File: config.mk
export PLATFORM = sky130hd
export DESIGN_NAME = i2c_target
export DESIGN_NICKNAME = d
export VERILOG_FILES = /design/src/rtl/i2c_target_pkg.sv /design/src/rtl/i2c_line_filter.sv /design/src/rtl/i2c_target.sv
export SDC_FILE = /design/constraint.sdc
export NUM_CORES = 1
export LEC_CHECK = 0
export CORE_MARGIN = 4
export CORE_UTILIZATION = 48
export DETAILED_ROUTE_END_ITERATION = 6
export PLACE_DENSITY_LB_ADDON = 0.2
export SLEW_MARGIN = 20
export SYNTH_ARGS = -nofsm -noshare
export SYNTH_HDL_FRONTEND = slang
export SYNTH_SLANG_ARGS = --single-unit
File: constraint.sdc
create_clock -name clk -period 3.9 [get_ports clk]
set_clock_uncertainty 0.2 [all_clocks]
set_input_delay 0.585 -clock clk [delete_from_list [all_inputs] [get_ports clk]]
set_output_delay 0.585 -clock clk [all_outputs]
set_load 0.005 [all_outputs]
File: src/rtl/i2c_target_pkg.sv
// Shared definitions for the I2C target.
// Contents: FSM state encoding and the ACK/NACK bus levels.
package i2c_target_pkg;

  typedef enum logic [3:0] {
    ST_IDLE,
    ST_ADDR,
    ST_ADDR_ACK,
    ST_PTR,
    ST_PTR_ACK,
    ST_WDATA,
    ST_WDATA_ACK,
    ST_RDATA,
    ST_RDATA_ACK
  } state_t;

  localparam logic ACK  = 1'b0;
  localparam logic NACK = 1'b1;

endpackage

File: src/rtl/i2c_line_filter.sv
// Synchroniser plus stability filter for one open-drain bus line.
// A new level is accepted only after it has been stable for FILTER_LEN
// clk at the synchroniser output; pad edge to filtered edge is
// 2+FILTER_LEN clk.
// Ports:
//   clk    - peripheral clock
//   nreset - asynchronous active-low reset (line reads as released/1)
//   raw    - raw pad level
//   filt   - synchronised, glitch-filtered level
module i2c_line_filter #(
  parameter int FILTER_LEN = 3
) (
  input  logic clk,
  input  logic nreset,
  input  logic raw,
  output logic filt
);

  logic [1:0] sync;
  logic [2:0] cnt;

  always_ff @(posedge clk or negedge nreset) begin
    if (!nreset) begin
      sync <= 2'b11;
      cnt  <= 3'd0;
      filt <= 1'b1;
    end else begin
      sync <= {sync[0], raw};
      if (sync[1] == filt) begin
        cnt <= 3'd0;
      end else if (cnt == 3'(FILTER_LEN - 1)) begin
        filt <= sync[1];
        cnt  <= 3'd0;
      end else begin
        cnt <= cnt + 3'd1;
      end
    end
  end

endmodule

File: src/rtl/i2c_target.sv
// I2C target with 7-bit address and 8-bit register pointer.
// Write: S addr+W ptr data... P  -> reg_we per data byte, pointer auto-increments.
// Read:  S addr+R data... P (usually after S addr+W ptr Sr) -> reg_rd_req per byte.
// Optional feature macro: I2C_TARGET_STRETCH_EN (clock stretching on read
// fetches, waits for reg_rd_ack). Undefined: scl_pull tied 0, reg_rd_ack
// ignored, reg_rdata must be valid 1 clk after reg_rd_req.
// Ports:
//   clk, nreset           - clock, asynchronous active-low reset
//   scl_in, sda_in        - raw pad levels
//   sda_pull, scl_pull    - 1 = drive line low (open drain)
//   reg_addr, reg_wdata   - register pointer and write data
//   reg_we                - one-cycle write strobe
//   reg_rdata, reg_rd_ack - read data and its valid flag
//   reg_rd_req            - one-cycle read request
//   busy                  - addressed START until next STOP
module i2c_target
  import i2c_target_pkg::*;
#(
  parameter logic [6:0] TARGET_ADDR = 7'h42,
  parameter int         FILTER_LEN  = 3
) (
  input  logic       clk,
  input  logic       nreset,
  input  logic       scl_in,
  input  logic       sda_in,
  output logic       sda_pull,
  output logic       scl_pull,
  output logic [7:0] reg_addr,
  output logic [7:0] reg_wdata,
  output logic       reg_we,
  input  logic [7:0] reg_rdata,
  output logic       reg_rd_req,
  input  logic       reg_rd_ack,
  output logic       busy
);

  state_t     state, state_nx;
  logic       scl_f, sda_f, scl_q, sda_q;
  logic       scl_rise, scl_fall, start_ev, stop_ev;
  logic [3:0] bit_cnt;
  logic [7:0] shift;
  logic       mack, tx_bit, fetch, latch_now, fetch_go;
  logic       byte_done, addr_match, shift_state;

  i2c_line_filter #(.FILTER_LEN(FILTER_LEN)) u_scl_filt (
    .clk(clk), .nreset(nreset), .raw(scl_in), .filt(scl_f));
  i2c_line_filter #(.FILTER_LEN(FILTER_LEN)) u_sda_filt (
    .clk(clk), .nreset(nreset), .raw(sda_in), .filt(sda_f));

  assign scl_rise    = scl_f & ~scl_q;
  assign scl_fall    = ~scl_f & scl_q;
  assign start_ev    = scl_f & scl_q & sda_q & ~sda_f;
  assign stop_ev     = scl_f & scl_q & ~sda_q & sda_f;
  assign byte_done   = (bit_cnt == 4'd8);
  assign addr_match  = (shift[7:1] == TARGET_ADDR);
  assign shift_state = (state inside {ST_ADDR, ST_PTR, ST_WDATA, ST_RDATA});
  // Every read byte is fetched at the SCL fall that begins it.
  assign fetch_go    = scl_fall && (state_nx == ST_RDATA) && (state != ST_RDATA);

`ifdef I2C_TARGET_STRETCH_EN
  logic rel;
  assign latch_now = fetch & reg_rd_ack;
  // SCL is held one extra clk after the latch so SDA is set up first.
  always_ff @(posedge clk or negedge nreset) begin
    if (!nreset) rel <= 1'b0;
    else         rel <= latch_now & ~start_ev & ~stop_ev;
  end
  assign scl_pull = fetch | rel;
`else
  logic unused_rd_ack;
  assign unused_rd_ack = reg_rd_ack;
  // reg_rdata is valid the clk after the request pulse.
  assign latch_now = fetch & ~reg_rd_req;
  assign scl_pull  = 1'b0;
`endif

  always_ff @(posedge clk or negedge nreset) begin
    if (!nreset) state <= ST_IDLE;
    else         state <= state_nx;
  end

  // Byte phases advance on SCL fall so SDA only ever changes with SCL low.
  always_comb begin
    state_nx = state;
    if (start_ev) begin
      state_nx = ST_ADDR;
    end else if (stop_ev) begin
      state_nx = ST_IDLE;
    end else if (scl_fall) begin
      case (state)
        ST_ADDR:      if (byte_done) state_nx = addr_match ? ST_ADDR_ACK : ST_IDLE;
        ST_ADDR_ACK:  state_nx = shift[0] ? ST_RDATA : ST_PTR;
        ST_PTR:       if (byte_done) state_nx = ST_PTR_ACK;
        ST_PTR_ACK:   state_nx = ST_WDATA;
        ST_WDATA:     if (byte_done) state_nx = ST_WDATA_ACK;
        ST_WDATA_ACK: state_nx = ST_WDATA;
        ST_RDATA:     if (byte_done) state_nx = ST_RDATA_ACK;
        ST_RDATA_ACK: state_nx = (mack == NACK) ? ST_IDLE : ST_RDATA;
        default:      state_nx = state;
      endcase
    end
  end

  always_comb begin
    sda_pull = 1'b0;
    case (state)
      ST_ADDR_ACK, ST_PTR_ACK, ST_WDATA_ACK: sda_pull = 1'b1;
      ST_RDATA:                              sda_pull = ~fetch & ~tx_bit;
      default:                               sda_pull = 1'b0;
    endcase
  end

  always_ff @(posedge clk or negedge nreset) begin
    if (!nreset) begin
      scl_q      <= 1'b1;
      sda_q      <= 1'b1;
      bit_cnt    <= 4'd0;
      shift      <= 8'd0;
      mack       <= NACK;
      tx_bit     <= 1'b1;
      fetch      <= 1'b0;
      reg_addr   <= 8'd0;
      reg_wdata  <= 8'd0;
      reg_we     <= 1'b0;
      reg_rd_req <= 1'b0;
      busy       <= 1'b0;
    end else begin
      scl_q      <= scl_f;
      sda_q      <= sda_f;
      reg_we     <= 1'b0;
      reg_rd_req <= 1'b0;
      if (start_ev) begin
        bit_cnt <= 4'd0;
        fetch   <= 1'b0;
      end else if (stop_ev) begin
        bit_cnt <= 4'd0;
        fetch   <= 1'b0;
        busy    <= 1'b0;
      end else begin
        if (scl_rise) begin
          if (shift_state && !byte_done) begin
            shift   <= {shift[6:0], sda_f};
            bit_cnt <= bit_cnt + 4'd1;
            if (state == ST_WDATA && bit_cnt == 4'd7) begin
              reg_we    <= 1'b1;
              reg_wdata <= {shift[6:0], sda_f};
            end
          end
          if (state == ST_RDATA_ACK) begin
            mack <= sda_f;
            if (sda_f == ACK) reg_addr <= reg_addr + 8'd1;
          end
        end
        if (scl_fall) begin
          case (state)
            ST_ADDR:      if (byte_done && addr_match) busy <= 1'b1;
            ST_PTR:       if (byte_done) reg_addr <= shift;
            ST_WDATA_ACK: reg_addr <= reg_addr + 8'd1;
            ST_RDATA:     if (!byte_done) tx_bit <= shift[7];
            default:      ;
          endcase
          if (fetch_go) begin
            fetch      <= 1'b1;
            reg_rd_req <= 1'b1;
          end
        end
        if (state_nx != state) bit_cnt <= 4'd0;
        if (latch_now) begin
          shift  <= reg_rdata;
          tx_bit <= reg_rdata[7];
          fetch  <= 1'b0;
        end
      end
    end
  end

endmodule
======== After elaboration in Yosys (flattened, before gate mapping) ========
Cells that the tools add are included.
storage, ports and cells
  bits in registers ....................... 52
  input bits .............................. 13
  output and inout port bits .............. 21
  word-level logic and storage cells ...... 144
operators by class
  add/sub/neg operators ................... 4
  equal/unequal tests ..................... 19
  multiplexer cells ....................... 52
  bitwise gates (word level) .............. 20
  reductions and logical operators ........ 30
operator list
  kind                   count
  $mux W8                8
  $mux W4                12
  $pmux W4 S7            1
  $eq A4 B3 Y1 const B   6
  $mux W1                22
  $reduce_bool A4 Y1     5
  $mux W3                6
  $pmux W8 S2            1
  $reduce_bool A2 Y1     7
  $reduce_and A4 Y1      3
  $not A1 Y1             11
  $reduce_and A2 Y1      5
  $reduce_and A5 Y1      2
  $and A1 B1 Y1          9
  $add A8 B1 Y8 const B  1
  $eq A4 B2 Y1 const B   2
  $eq A4 B4 Y1 const B   2
  $eq A7 B7 Y1 const B   1
  $add A3 B1 Y3 const B  2
  $eq A3 B2 Y1 const B   2
  $logic_and A1 B1 Y1    5
  $add A4 B1 Y4 const B  1
  $eq A4 B1 Y1 const B   1
  $ne A4 B3 Y1 const B   1
  other kinds (8)        9

======== Logic depth before layout (Yosys ltp) ========
  depth in word-level cells ............... 15
  mapped depth ............................ 8
  depth with buffers taken out ............ 7

======== Cells and area by module ========
A second synthesis with hierarchy kept.
second synthesis, totals
  cell total of the unflattened synthesis .. 308
  area total of the unflattened synthesis .. 3005.4 µm²
modules (own cells, without submodules)
  module           instances  cells each  area each (µm²)  seq. area each (µm²)
  i2c_target       1          274         2519.9           1006.0
  i2c_line_filter  2          17          242.7            153.9

======== Worst setup path after synthesis ========
No wires, ideal clock.
  path type ............................... flip-flop to flip-flop
  start ................................... register scl_q
  end ..................................... register fetch
  setup time .............................. 0.092 ns
  arrival time ............................ 1.713 ns
  required time ........................... 3.608 ns
  path slack .............................. 1.896 ns
  stages on the path, launching flop included .. 7
  buffers on the path ..................... 1
  period minus slack after synthesis ...... 2.004 ns
  path through ............................ dfstp_2 -> clkbuf_2 -> or4b_1 -> o21bai_2 -> o2bb2ai_1 -> a211oi_1 -> o31ai_2
on the way
  word-level cells in the longest chain between the ends .. 10
  elaborated cells between the ends (all ways) .. 17
  classes of those cells .................. eq/ne: 1; mux: 5; bitwise: 6; reduce/logical: 5
ends and longest elaborated chain
  what                               RTL line                            RTL
  start, declared                    i2c_target.sv:38                    logic scl_f, sda_f, scl_q, sda_q;
  start signal, assigned             i2c_target.sv:128                   scl_q <= scl_f;
  $and A1 B1 Y1                      i2c_target.sv:52, i2c_target.sv:53
  $and A1 B1 Y1 (2 in series)        i2c_target.sv:53                    assign stop_ev = scl_f & scl_q & ~sda_q & sda_f;
  $mux W4                            i2c_target.sv:87                    end else if (stop_ev) begin
  $mux W4                            i2c_target.sv:85                    if (start_ev) begin
  $eq A4 B3 Y1                       i2c_target.sv:58                    assign fetch_go = scl_fall && (state_nx == ST_RDATA) && (state != ST_RDATA);
  $logic_and A1 B1 Y1 (2 in series)  i2c_target.sv:58
  $reduce_bool A4 Y1 (no line)       n/a
  $reduce_and A2 Y1 (no line)        n/a
  end signal, assigned               i2c_target.sv:121                   fetch <= 1'b0;
  end signal, assigned               i2c_target.sv:134                   fetch <= 1'b0;
  end signal, assigned               i2c_target.sv:137                   fetch <= 1'b0;
  end, declared                      i2c_target.sv:42                    logic mack, tx_bit, fetch, latch_now, fetch_go;
Parallel ways exist; a longest one is shown, timed or not.
A chain may end at the register's enable or synchronous reset.

======== Worst setup path after layout ========
  start ................................... register state[2]
  end ..................................... output port sda_pull
on the way
  word-level cells in the longest chain between the ends .. 3
  elaborated cells between the ends (all ways) .. 6
  classes of those cells .................. eq/ne: 4; mux: 1; reduce/logical: 1
ends and longest elaborated chain
  what                                          RTL line           RTL
  start, declared                               i2c_target.sv:37   state_t state, state_nx;
  start signal, assigned                        i2c_target.sv:79   else state <= state_nx;
  $eq A4 B2 Y1 or $eq A4 B3 Y1 (tied branches)  i2c_target.sv:106  case (state)
  $reduce_or A3 Y1                              i2c_target.sv:106
  $pmux W1 S2 *                                 i2c_target.sv:106
  end, declared                                 i2c_target.sv:26   output logic sda_pull,
Mark *: on every way between the ends. The rest lies on a longest branch, timed or not.

==> run_results.csv <==
group,metric,value,unit
clocking,cts_setup_buffers,0,
global_route,grtUsageMet1,25.87,%
setup_path,cp.arrival,2300,ps
setup_path,cp-end-kind,"primary output",
detailed_routing,vias_per_cell,5.851,
sta,period_minus_slack,3081,ps
yosys,yosys_warnings,0,
detailed_routing,drcViolationCount,0,
yosys,postSynth.asyncResetShare,100.0,%
setup_path,crit_type,"register to primary output",
clocking,cts_tree,"built",
detailed_routing,drt-initial-drc-count,188,
yosys,synth_area,2948,um2
clocking,postCtsResizedCells,0,
sta,relSlewSlack,38.95,%
global_route,use_met2,27.68,%
final_layout,nNetsFinal,342,
sta,worst_slack,819.3,ps
yosys,synthesis.nets,320,
setup_path,r2r_start,"state[3]",
global_route,grt_busiest_layer,"met2",
detailed_routing,ant_nets,0,
setup_path,cp_top_family,"flip-flops",
setup_path,start_kind,"register",
detailed_routing,wl_per_cell,16.13,um
final_layout,final_cell_count_no_fill,402,
sta,slew_violations,0,
global_route,grt_max_degree,40,
setup_path,crit_start,"state[2]",
floorplanning,die-height,86.37,um
global_route,grtUsageTotal,18.15,%
setup_path,cp_slowest_cell,"dfrtp_1",
setup_path,worstPathMaxFanout,21,
place,placed_cells,394,
clocking,clk_latency,300,ps
detailed_routing,wirelength,6.485,mm
place,port_buffers,31,
clocking,clock_sinks,52,
floorplanning,start_util,49.50,%
detailed_routing,drt_first_pass_iters,4,
floorplanning,pin_count,34,
place,dp_hpwl,4.462,mm
clocking,cts-root-buf,"clkbuf_8",
global_route,grt_use_met3,3.422,%
global_route,grt.overflow.total,0,
hold_path,hold_class,"register to register",
setup_path,required,3120,ps
final_layout,final_util,56.66,%
sta,setup-violations-final,0,
yosys,synth_cell_type_count,66,
yosys,syn_area_per_cell,9.697,um2
floorplanning,core_area,5956,um2
clocking,cts.path.max_buffers,2,
yosys,synthCells,304,
sta,rsz0062_at_grt,"false",
power,powerDensity,584.7,nW/um2
place,pre_cts_slack,1182,ps
final_layout,drive_gt1_share,13.46,%
final_layout,area_growth,14.47,%
yosys,ys_seq_elements,52,
yosys,ys.flop_type,"dfrtp_1",
setup_path,cp_num_buf_inv,1,
clocking,cts_max_level,2,
clocking,hold_buffers,0,
yosys,synth_edf_count,0,
power,ir_drop,0.2734,mV
place,place.gp.congestion,0.7975,
floorplanning,fp.dieArea,7459,um2
yosys,ys_seq_area_share,44.57,%
final_layout,postLayoutCellArea,3374,um2
setup_path,critPathMaxStageDelay,840,ps
place,place_area,3267,um2
sta,worst_pin_slew,915.7,ps
clocking,cts_buffers,5,
floorplanning,fp-row-count,28,
final_layout,diodes,0,
detailed_routing,num_vias,2352,
global_route,grt_pass1_vias,2234,
floorplanning,chipWidth,86.37,um
run_status,status,"finished, final reports clean",
sta,tns,0,ps
setup_path,path_cells,"nand2_1 -> o32a_1 -> nor2_1 -> clkdlybuf4s50_1",
clocking,clk_pin_slew_worst_paths,90,ps
sta,max_freq,324.6,MHz
power,p_leak,1.354,nW
global_route,grt_pass1_wl,10.80,mm
hold_path,hp-start,"u_scl_filt.sync[0]",
sta,min_period_over_period,78.99,%
global_route,antenna_found_initial,0,
job,drv_cap,0,
sta,finalHoldViolations,0,
-- kinds of logic (layout without fill, tap and decap cells) --
kind of cell | count (synthesis) | after routing | synth area share, %
buffers and inverters | 22 | 45 | 3.607
XOR/XNOR | 14 | 14 | 4.160
adder cells (fa/ha/maj) | 3 | 3 | 1.273
multiplexers | 10 | 10 | 3.820
other | 1 | 1 | 0.1272
AO/OA/AOI/OAI | 68 | 68 | 16.04
AND/OR/NAND/NOR | 134 | 134 | 26.40
flip-flops | 52 | 52 | 44.57
-- Yosys cell counts (all sizes together) (8+ instances only) --
| library cell | n | area (um2) |
|---|---|---|
| o21ai | 11 | 58.81 |
| dfstp | 10 | 262.8 |
| nor3 | 8 | 51.30 |
| nor2 | 25 | 93.84 |
| a21oi | 15 | 75.07 |
| buf | 12 | 67.56 |
| nand2 | 41 | 153.9 |
| nor2b | 10 | 62.56 |
| xnor2 | 8 | 70.07 |
| nand3 | 12 | 65.06 |
| mux2 | 10 | 112.6 |
| dfrtp | 42 | 1051 |
-- flip-flops by register name, summed over array words and instances, names as in the netlist --
register	flops
reg_wdata	8
reg_rd_req	1
fetch	1
busy	1
bit_cnt	4
reg_we	1
u_sda_filt.cnt	3
state	4
reg_addr	8
u_scl_filt.sync	2
mack	1
shift	8
sda_q	1
scl_q	1
u_scl_filt.cnt	3
tx_bit	1
u_sda_filt.sync	2
u_scl_filt.filt	1
u_sda_filt.filt	1
-- worst reg2reg max path, cell delays in order (launching register included) --
cell,delay (ps)
dfrtp_1,870
nor4b_4,410
nand3_2,210
a21boi_1,230
a221o_1,400
-- where the power goes --
group / switching [W] / internal [W] / leakage, nW
Sequential: 0.000254 / 0.000681 / 0.647
Clock: 0.000175 / 0.000191 / 0.0552
Combinational: 0.000363 / 0.000310 / 0.651
-- placed cells by master, fill, tap and decap left out, drive strengths merged, types with 3 or more instances in the layout --
cell type      synthesis  routed
dfrtp                 42      42
nand2                 41      41
clkdlybuf4s50          0      30
nor2                  25      25
a21oi                 15      15
nand3                 12      12
o21ai                 11      11
nor2b                 10      10
mux2                  10      10
dfstp                 10      10
xnor2                  8       8
nor3                   8       8
a31oi                  7       7
xor2                   6       6
clkbuf                 5       6
inv                    5       5
nand3b                 5       5
nand2b                 5       5
and4bb                 3       3
o22ai                  3       3
a22oi                  3       3
nand4                  3       3
o211ai                 3       3
ha                     3       3
nor3b                  3       3
o31ai                  3       3
nor4b                  3       3
-- final cells by class --
class | count | area [um2]
Fill cell | 550 | 2581
Multi-Input combinational cell | 230 | 1528
Sequential cell | 52 | 1314
Timing Repair Buffer | 32 | 312.8
Tap cell | 75 | 93.84
Clock buffer | 6 | 72.57
Clock inverter | 2 | 35.03
Inverter | 5 | 18.77
-- routing by layer --
metal / part of all wire, % / vias to the layer above
li1: - / 1136
met1: 46 / 1147
met2: 47 / 55
met3: 4.7 / 14
met4: 1.9 / 0
met5: 0 / -
-- path summary, 6_finish.rpt --
| kind | end | slack, ps | cells after the start |
|---|---|---|---|
| setup / recovery | sda_pull | 820 | 4 |
| hold / removal | u_scl_filt.sync[1] | 160 | 0 |
| setup reg to reg | reg_addr[1] | 1470 | 4 |
| hold reg to reg | u_scl_filt.sync[1] | 160 | 0 |
| max in group asynchronous | u_scl_filt.sync[0] | 2500 | 2 |
| min in group asynchronous | bit_cnt[0] | 210 | 1 |
-- stage by stage --
stage,total power [W],hold WS [ps]
3_3_place_gp,0.001592,147.5
3_5_place_dp,0.001609,151.5
2_1_floorplan,0.001423,89.41
4_1_cts,0.001984,166.2
6_report,0.001973,163.3
5_1_grt,0.002120,169.7
Note: power is estimated with default switching activity, not from simulation.
